### src/rtl/program_loader_if.sv
// Byte-stream input and instruction-memory write bus for the program loader.
interface program_loader_if #(
    parameter int WORD_W = 49,
    parameter int ADDR_W = 6
);
    logic              byte_valid;
    logic [7:0]        byte_data;
    logic              byte_ready;
    logic              wr_en;
    logic [ADDR_W-1:0] wr_addr;
    logic [WORD_W-1:0] wr_data;

    // Loader side: consumes bytes, drives the memory write port.
    modport master (
        input  byte_valid,
        input  byte_data,
        output byte_ready,
        output wr_en,
        output wr_addr,
        output wr_data
    );

    // Environment side: byte source and instruction memory.
    modport slave (
        output byte_valid,
        output byte_data,
        input  byte_ready,
        input  wr_en,
        input  wr_addr,
        input  wr_data
    );
endinterface

### src/rtl/program_loader.sv
// Program loader: assembles a serial byte stream into instruction words,
// writes them to instruction memory, verifies a trailing XOR checksum and
// releases the CPU from hold only after a fully verified load.
module program_loader #(
    parameter int WORD_W = 49,
    parameter int ADDR_W = 6
) (
    input  logic              clk,
    input  logic              reset,
    input  logic              start,
    input  logic [ADDR_W:0]   word_count,
    output logic              cpu_hold,
    output logic              busy,
    output logic              done,
    output logic              error,
    output logic [1:0]        err_code,
    program_loader_if.master  bus
);

    // Bytes per word, the index of the final byte, and how many of its bits
    // carry instruction data (the rest are pad bits that must be zero).
    localparam int NBYTES    = (WORD_W + 7) / 8;
    localparam int BUF_W     = (NBYTES - 1) * 8;
    localparam int LAST_BITS = WORD_W - BUF_W;
    localparam logic [2:0] LAST_IDX = 3'(NBYTES - 1);
    localparam logic [ADDR_W:0] MAX_WORDS = {1'b1, {ADDR_W{1'b0}}};

    localparam logic [1:0] ERR_NONE  = 2'b00;
    localparam logic [1:0] ERR_COUNT = 2'b01;
    localparam logic [1:0] ERR_PAD   = 2'b10;
    localparam logic [1:0] ERR_CHK   = 2'b11;

    typedef enum logic [2:0] {
        IDLE,
        RECV,
        WRITE,
        CHECK,
        DONE,
        ERROR
    } state_t;

    state_t            state_q, state_d;
    logic [ADDR_W:0]   word_count_q, word_count_d;
    logic [ADDR_W-1:0] wr_addr_q, wr_addr_d;
    logic [WORD_W-1:0] wr_data_q, wr_data_d;
    logic [BUF_W-1:0]  buf_q, buf_d;
    logic [2:0]        byte_idx_q, byte_idx_d;
    logic [7:0]        chk_q, chk_d;
    logic              cpu_hold_q, cpu_hold_d;
    logic              done_q, done_d;
    logic              error_q, error_d;
    logic [1:0]        err_code_q, err_code_d;

    logic              ready;
    logic              fire;
    logic              last_word;
    logic              pad_bad;
    logic              count_bad;

    assign ready     = (state_q == RECV) || (state_q == CHECK);
    assign fire      = ready && bus.byte_valid;
    assign last_word = ({1'b0, wr_addr_q} == (word_count_q - {{ADDR_W{1'b0}}, 1'b1}));
    assign pad_bad   = ((bus.byte_data >> LAST_BITS) != 8'd0);
    assign count_bad = (word_count == '0) || (word_count > MAX_WORDS);

    assign bus.byte_ready = ready;
    assign bus.wr_en      = (state_q == WRITE);
    assign bus.wr_addr    = wr_addr_q;
    assign bus.wr_data    = wr_data_q;
    assign busy           = (state_q == RECV) || (state_q == WRITE) || (state_q == CHECK);
    assign cpu_hold       = cpu_hold_q;
    assign done           = done_q;
    assign error          = error_q;
    assign err_code       = err_code_q;

    // State register and datapath registers; reset aborts any session at once.
    always_ff @(posedge clk or negedge reset) begin
        if (!reset) begin
            state_q      <= IDLE;
            word_count_q <= '0;
            wr_addr_q    <= '0;
            wr_data_q    <= '0;
            buf_q        <= '0;
            byte_idx_q   <= '0;
            chk_q        <= '0;
            cpu_hold_q   <= 1'b1;
            done_q       <= 1'b0;
            error_q      <= 1'b0;
            err_code_q   <= ERR_NONE;
        end else begin
            state_q      <= state_d;
            word_count_q <= word_count_d;
            wr_addr_q    <= wr_addr_d;
            wr_data_q    <= wr_data_d;
            buf_q        <= buf_d;
            byte_idx_q   <= byte_idx_d;
            chk_q        <= chk_d;
            cpu_hold_q   <= cpu_hold_d;
            done_q       <= done_d;
            error_q      <= error_d;
            err_code_q   <= err_code_d;
        end
    end

    // Next-state logic: byte assembly, write sequencing and checksum verdict.
    always_comb begin
        state_d      = state_q;
        word_count_d = word_count_q;
        wr_addr_d    = wr_addr_q;
        wr_data_d    = wr_data_q;
        buf_d        = buf_q;
        byte_idx_d   = byte_idx_q;
        chk_d        = chk_q;
        cpu_hold_d   = cpu_hold_q;
        done_d       = done_q;
        error_d      = error_q;
        err_code_d   = err_code_q;

        case (state_q)
            IDLE, DONE, ERROR: begin
                if (start) begin
                    cpu_hold_d = 1'b1;
                    done_d     = 1'b0;
                    if (count_bad) begin
                        state_d    = ERROR;
                        error_d    = 1'b1;
                        err_code_d = ERR_COUNT;
                    end else begin
                        state_d      = RECV;
                        word_count_d = word_count;
                        wr_addr_d    = '0;
                        byte_idx_d   = '0;
                        chk_d        = '0;
                        error_d      = 1'b0;
                        err_code_d   = ERR_NONE;
                    end
                end
            end

            RECV: begin
                if (fire) begin
                    chk_d = chk_q ^ bus.byte_data;
                    if (byte_idx_q == LAST_IDX) begin
                        if (pad_bad) begin
                            state_d    = ERROR;
                            error_d    = 1'b1;
                            err_code_d = ERR_PAD;
                        end else begin
                            wr_data_d = {bus.byte_data[LAST_BITS-1:0], buf_q};
                            state_d   = WRITE;
                        end
                    end else begin
                        buf_d[{byte_idx_q, 3'b000} +: 8] = bus.byte_data;
                        byte_idx_d = byte_idx_q + 3'd1;
                    end
                end
            end

            WRITE: begin
                if (last_word) begin
                    state_d = CHECK;
                end else begin
                    wr_addr_d  = wr_addr_q + {{(ADDR_W-1){1'b0}}, 1'b1};
                    byte_idx_d = '0;
                    state_d    = RECV;
                end
            end

            CHECK: begin
                if (fire) begin
                    if (bus.byte_data == chk_q) begin
                        state_d    = DONE;
                        done_d     = 1'b1;
                        cpu_hold_d = 1'b0;
                    end else begin
                        state_d    = ERROR;
                        error_d    = 1'b1;
                        err_code_d = ERR_CHK;
                    end
                end
            end

            default: state_d = IDLE;
        endcase
    end

endmodule

### src/flat_wrapper.sv
// flat-port wrapper written by rule: the top's interface ports become plain ports
module program_loader_flat 
#(
    parameter int WORD_W = 49,
    parameter int ADDR_W = 6
)
  (clk, reset, start, word_count, cpu_hold, busy, done, error, err_code, bus_byte_valid, bus_byte_data, bus_byte_ready, bus_wr_en, bus_wr_addr, bus_wr_data);
  program_loader_if #(.WORD_W(WORD_W), .ADDR_W(ADDR_W)) bus_i ();
  input  logic clk;
  input  logic reset;
  input  logic start;
  input  logic [ADDR_W:0] word_count;
  output logic cpu_hold;
  output logic busy;
  output logic done;
  output logic error;
  output logic [1:0] err_code;
  input wire logic [$bits(bus_i.byte_valid)-1:0] bus_byte_valid;
  input wire logic [$bits(bus_i.byte_data)-1:0] bus_byte_data;
  output wire logic [$bits(bus_i.byte_ready)-1:0] bus_byte_ready;
  output wire logic [$bits(bus_i.wr_en)-1:0] bus_wr_en;
  output wire logic [$bits(bus_i.wr_addr)-1:0] bus_wr_addr;
  output wire logic [$bits(bus_i.wr_data)-1:0] bus_wr_data;
  assign bus_i.byte_valid = bus_byte_valid;
  assign bus_i.byte_data = bus_byte_data;
  assign bus_byte_ready = bus_i.byte_ready;
  assign bus_wr_en = bus_i.wr_en;
  assign bus_wr_addr = bus_i.wr_addr;
  assign bus_wr_data = bus_i.wr_data;
  program_loader #(.WORD_W(WORD_W), .ADDR_W(ADDR_W)) u_core (.clk(clk), .reset(reset), .start(start), .word_count(word_count), .cpu_hold(cpu_hold), .busy(busy), .done(done), .error(error), .err_code(err_code), .bus(bus_i));
endmodule
### config.mk
export PLATFORM = sky130hd
export DESIGN_NAME = program_loader_flat
export DESIGN_NICKNAME = d
export VERILOG_FILES = /design/src/rtl/program_loader_if.sv /design/src/rtl/program_loader.sv /design/src/flat_wrapper.sv
export SDC_FILE = /design/constraint.sdc
export NUM_CORES = 1
export LEC_CHECK = 0
export CAP_MARGIN = 30
export CORE_MARGIN = 2
export CORE_UTILIZATION = 30
export CTS_CLUSTER_SIZE = 25
export DETAILED_ROUTE_END_ITERATION = 8
export SKIP_CTS_REPAIR_TIMING = 1
export SLEW_MARGIN = 10
export SYNTH_ARGS = -nofsm -noshare
export SYNTH_HDL_FRONTEND = slang
export SYNTH_SLANG_ARGS = --single-unit
### constraint.sdc
create_clock -name clk -period 2.3 [get_ports clk]
set_input_delay 0.46 -clock clk [delete_from_list [all_inputs] [get_ports clk]]
set_output_delay 0.46 -clock clk [all_outputs]
set_load 0.01 [all_outputs]
==> results.yml <==
synth:
  synth_nets: 506
  yosysMostFrequentCell: "dfrtp_1"
  synthFlopType: "dfrtp_1"
  syn_inst: 481
  ys_seq_area_frac: 0.557
  synth_area_leader_cell: "dfrtp_1"
  synth.area.top_cells: "dfrtp_1 (55%), mux2_2 (16%), o21ai_0 (3.2%)"
  yosys_warnings: 0
  synth_area_um2: 5800
  ys_types: 57
  synth-seq-cells: 129
  synth_top_area_frac: 0.552
  synthArstFlopShare: 1.00
  ys_top_cells_by_count: "dfrtp_1 (128), mux2_2 (81), nand2_1 (42), o21ai_0 (37), nor2_1 (30)"
  synth-edff-count: 0
  syn_area_per_cell_um2: 12.1
cells_and_area:
  syn2layout_area_growth_pct: 38.1
  fill_cells: 1757
  antenna_cells: 0
  fin_cells: 889
  multi_input_area_um2: 2470
  fin_nets: 643
  layout.area.seq_um2: 3230
  drive_gt1_frac: 0.332
setup_path:
  cp_cell_sequence: "inv_2 -> ha_4 -> nor2_1 -> and4_1 -> or4_4 -> a31oi_4 -> buf_6 -> nand4_1 -> o21a_1"
  setup.worst_path.class: "reg2reg"
  required_ps: 2610
  cp.buffers_inverters: 2
  r2r-start: "u_core.word_count_q[1]"
  arrival_ps: 2540
  cp_max_fo: 6
  slowest_stage: "or4_4"
  slowest_delay_ps: 550
  crit_family: "simple AND/OR/NAND/NOR gates"
  startpoint_type: "register"
  reg2regPathDepth: 9
  ff2ff_setup_slack_ps: 60
  rr_endpoint: "u_core.bus.wr_addr[3]"
  critical_path.endpoint_type: "register"
outcome:
  violations: "hold timing"
  status: "finished, violations left"
clock_tree:
  clk_pin_slew_ps: 60
  clockRootBuffer: "clkbuf_16"
  htreeDepth: 4
  clock_sinks: 129
  cts_tree: "yes"
  clock_path_buffers: 2
  clk_latency_ps: 420
  cts_made_buffers: 17
placed_design:
  port_buffers: 81
  dp_slack_ps: -616
  routabilityCongestion: 0.874
  dpl.cell_count: 851
  place_hpwl_um: 10200
power:
  powerDensity_nw_per_um2: 1020
  leakagePower_nw: 3.70
  ir_worst_vdd_uv: 585
  power_mw: 8.20
global_route:
  grt-ovfl-total: 0
  track_usage: 0.147
  grt_max_degree: 52
  grt_pass1_wl_um: 23000
  grt_pass1_vias: 4311
  antenna_found_initial: 0
drt:
  first_pass_iters: 4
  drc: 0
  ant_nets: 0
  wirelength_um: 14800
  avgViaCountPerCell: 4.72
  wire_per_inst_um: 16.7
  via_count: 4199
  drt_iter0_drc: 255
die:
  die_h_um: 143
  num_io_pins: 82
  die_w_um: 143
  die_area_um2: 20500
  initial_core_util: 0.308
  core_area_um2: 18800
  num_rows: 50
timing:
  hold_violations: 8
  fin_ws_ps: 63.7
  rsz0062_at_grt: "true"
  slew_violations: 0
  max_clock_freq_mhz: 447
  period_share: 0.972
  hold-worst-slack_ps: -9.34
  post-route-min-period_ps: 2240
  slew-limit-headroom: 0.670
  clock_skew_ps: 8.25
  setup_viol_count_final: 0
  tightest_slew_ps: 496
min_path:
  hold_path.class: "in2async"
run:
  drv_cap: 0
[where the power goes]
part / internal [mW] / switching (mW)
Sequential: 2.84 / 0.389
Clock: 1.47 / 1.00
Combinational: 1.24 / 1.26
[cell families after synthesis]
group	synth area share
buffers and inverters	0.0326
XOR/XNOR	0.0196
multiplexers	0.183
AO/OA/AOI/OAI	0.0885
adder cells (fa/ha/maj)	0.0129
AND/OR/NAND/NOR	0.106
flip-flops	0.557
[sequential cells by signal (all words and copies together) (netlist names)]
register             flops
u_core.chk_q             8
u_core.err_code          2
u_core.cpu_hold          1
u_core.bus.wr_data      49
u_core.error             1
u_core.buf_q            48
u_core.done              1
u_core.state_q           3
u_core.bus.wr_addr       6
u_core.byte_idx_q        3
u_core.word_count_q      7
[how the worst max path moves through the flow]
stage                                 from                endpoint  slack, ps  depth (start not counted)
global route        u_core.word_count_q[1]   u_core.bus.wr_addr[3]        -10                          9
detailed placement        bus_byte_data[7]  u_core.bus.wr_data[46]       -620                          6
CTS                       bus_byte_data[7]  u_core.bus.wr_data[46]       -170                          6
floorplan                 bus_byte_data[3]  u_core.bus.wr_data[38]       -130                          8
finish              u_core.word_count_q[1]   u_core.bus.wr_addr[3]         60                          9
global placement          bus_byte_data[7]  u_core.bus.wr_data[41]       -600                          6
[cell type report]
class | count | area share
inverters | 14 | 0.00656
clock buffers | 18 | 0.0536
well taps | 260 | 0.0406
clock inverters | 12 | 0.0142
multi-input cells | 311 | 0.308
flip-flops and latches | 129 | 0.404
repair buffers | 145 | 0.173
[placed cells by master, fill, tap and decap left out, drive strengths merged, types with 4 or more instances in the layout]
master         count
dlymetal6s2s      10
clkdlybuf4s50     70
nand4              5
inv               15
or4                5
o21ai             37
nand3              9
nand2             42
nor3               7
clkinv             6
buf               63
nor2              30
clkinvlp           4
a31oi              5
xnor2             11
dfrtp            128
a21oi             10
mux2              91
ha                 6
clkbuf            20
[layer usage]
layer / share of wire / GRT usage
met5: 0 / 0
met4: 0.018 / 0.0511
met3: 0.042 / 0.0399
met2: 0.48 / 0.239
met1: 0.46 / 0.189
[worst register-to-register path, stage by stage, from the launching register on]
cell and delay (ps):
dfrtp_1 380, inv_2 80, ha_4 160, nor2_1 50
and4_1 210, or4_4 550, a31oi_4 300, buf_6 150
nand4_1 110, o21a_1 130
[per-stage QoR]
stage,instance area [um^2],util,setup TNS (ps)
after floorplan,5830,-,-1340
after global placement,7260,0.386,-39990
after detailed placement,7260,0.386,-41000
after CTS,7800,0.414,-8110
after global routing,8010,0.425,-18.7
final,8010,0.425,0
No activity file was read; power rests on OpenSTA's default activity.
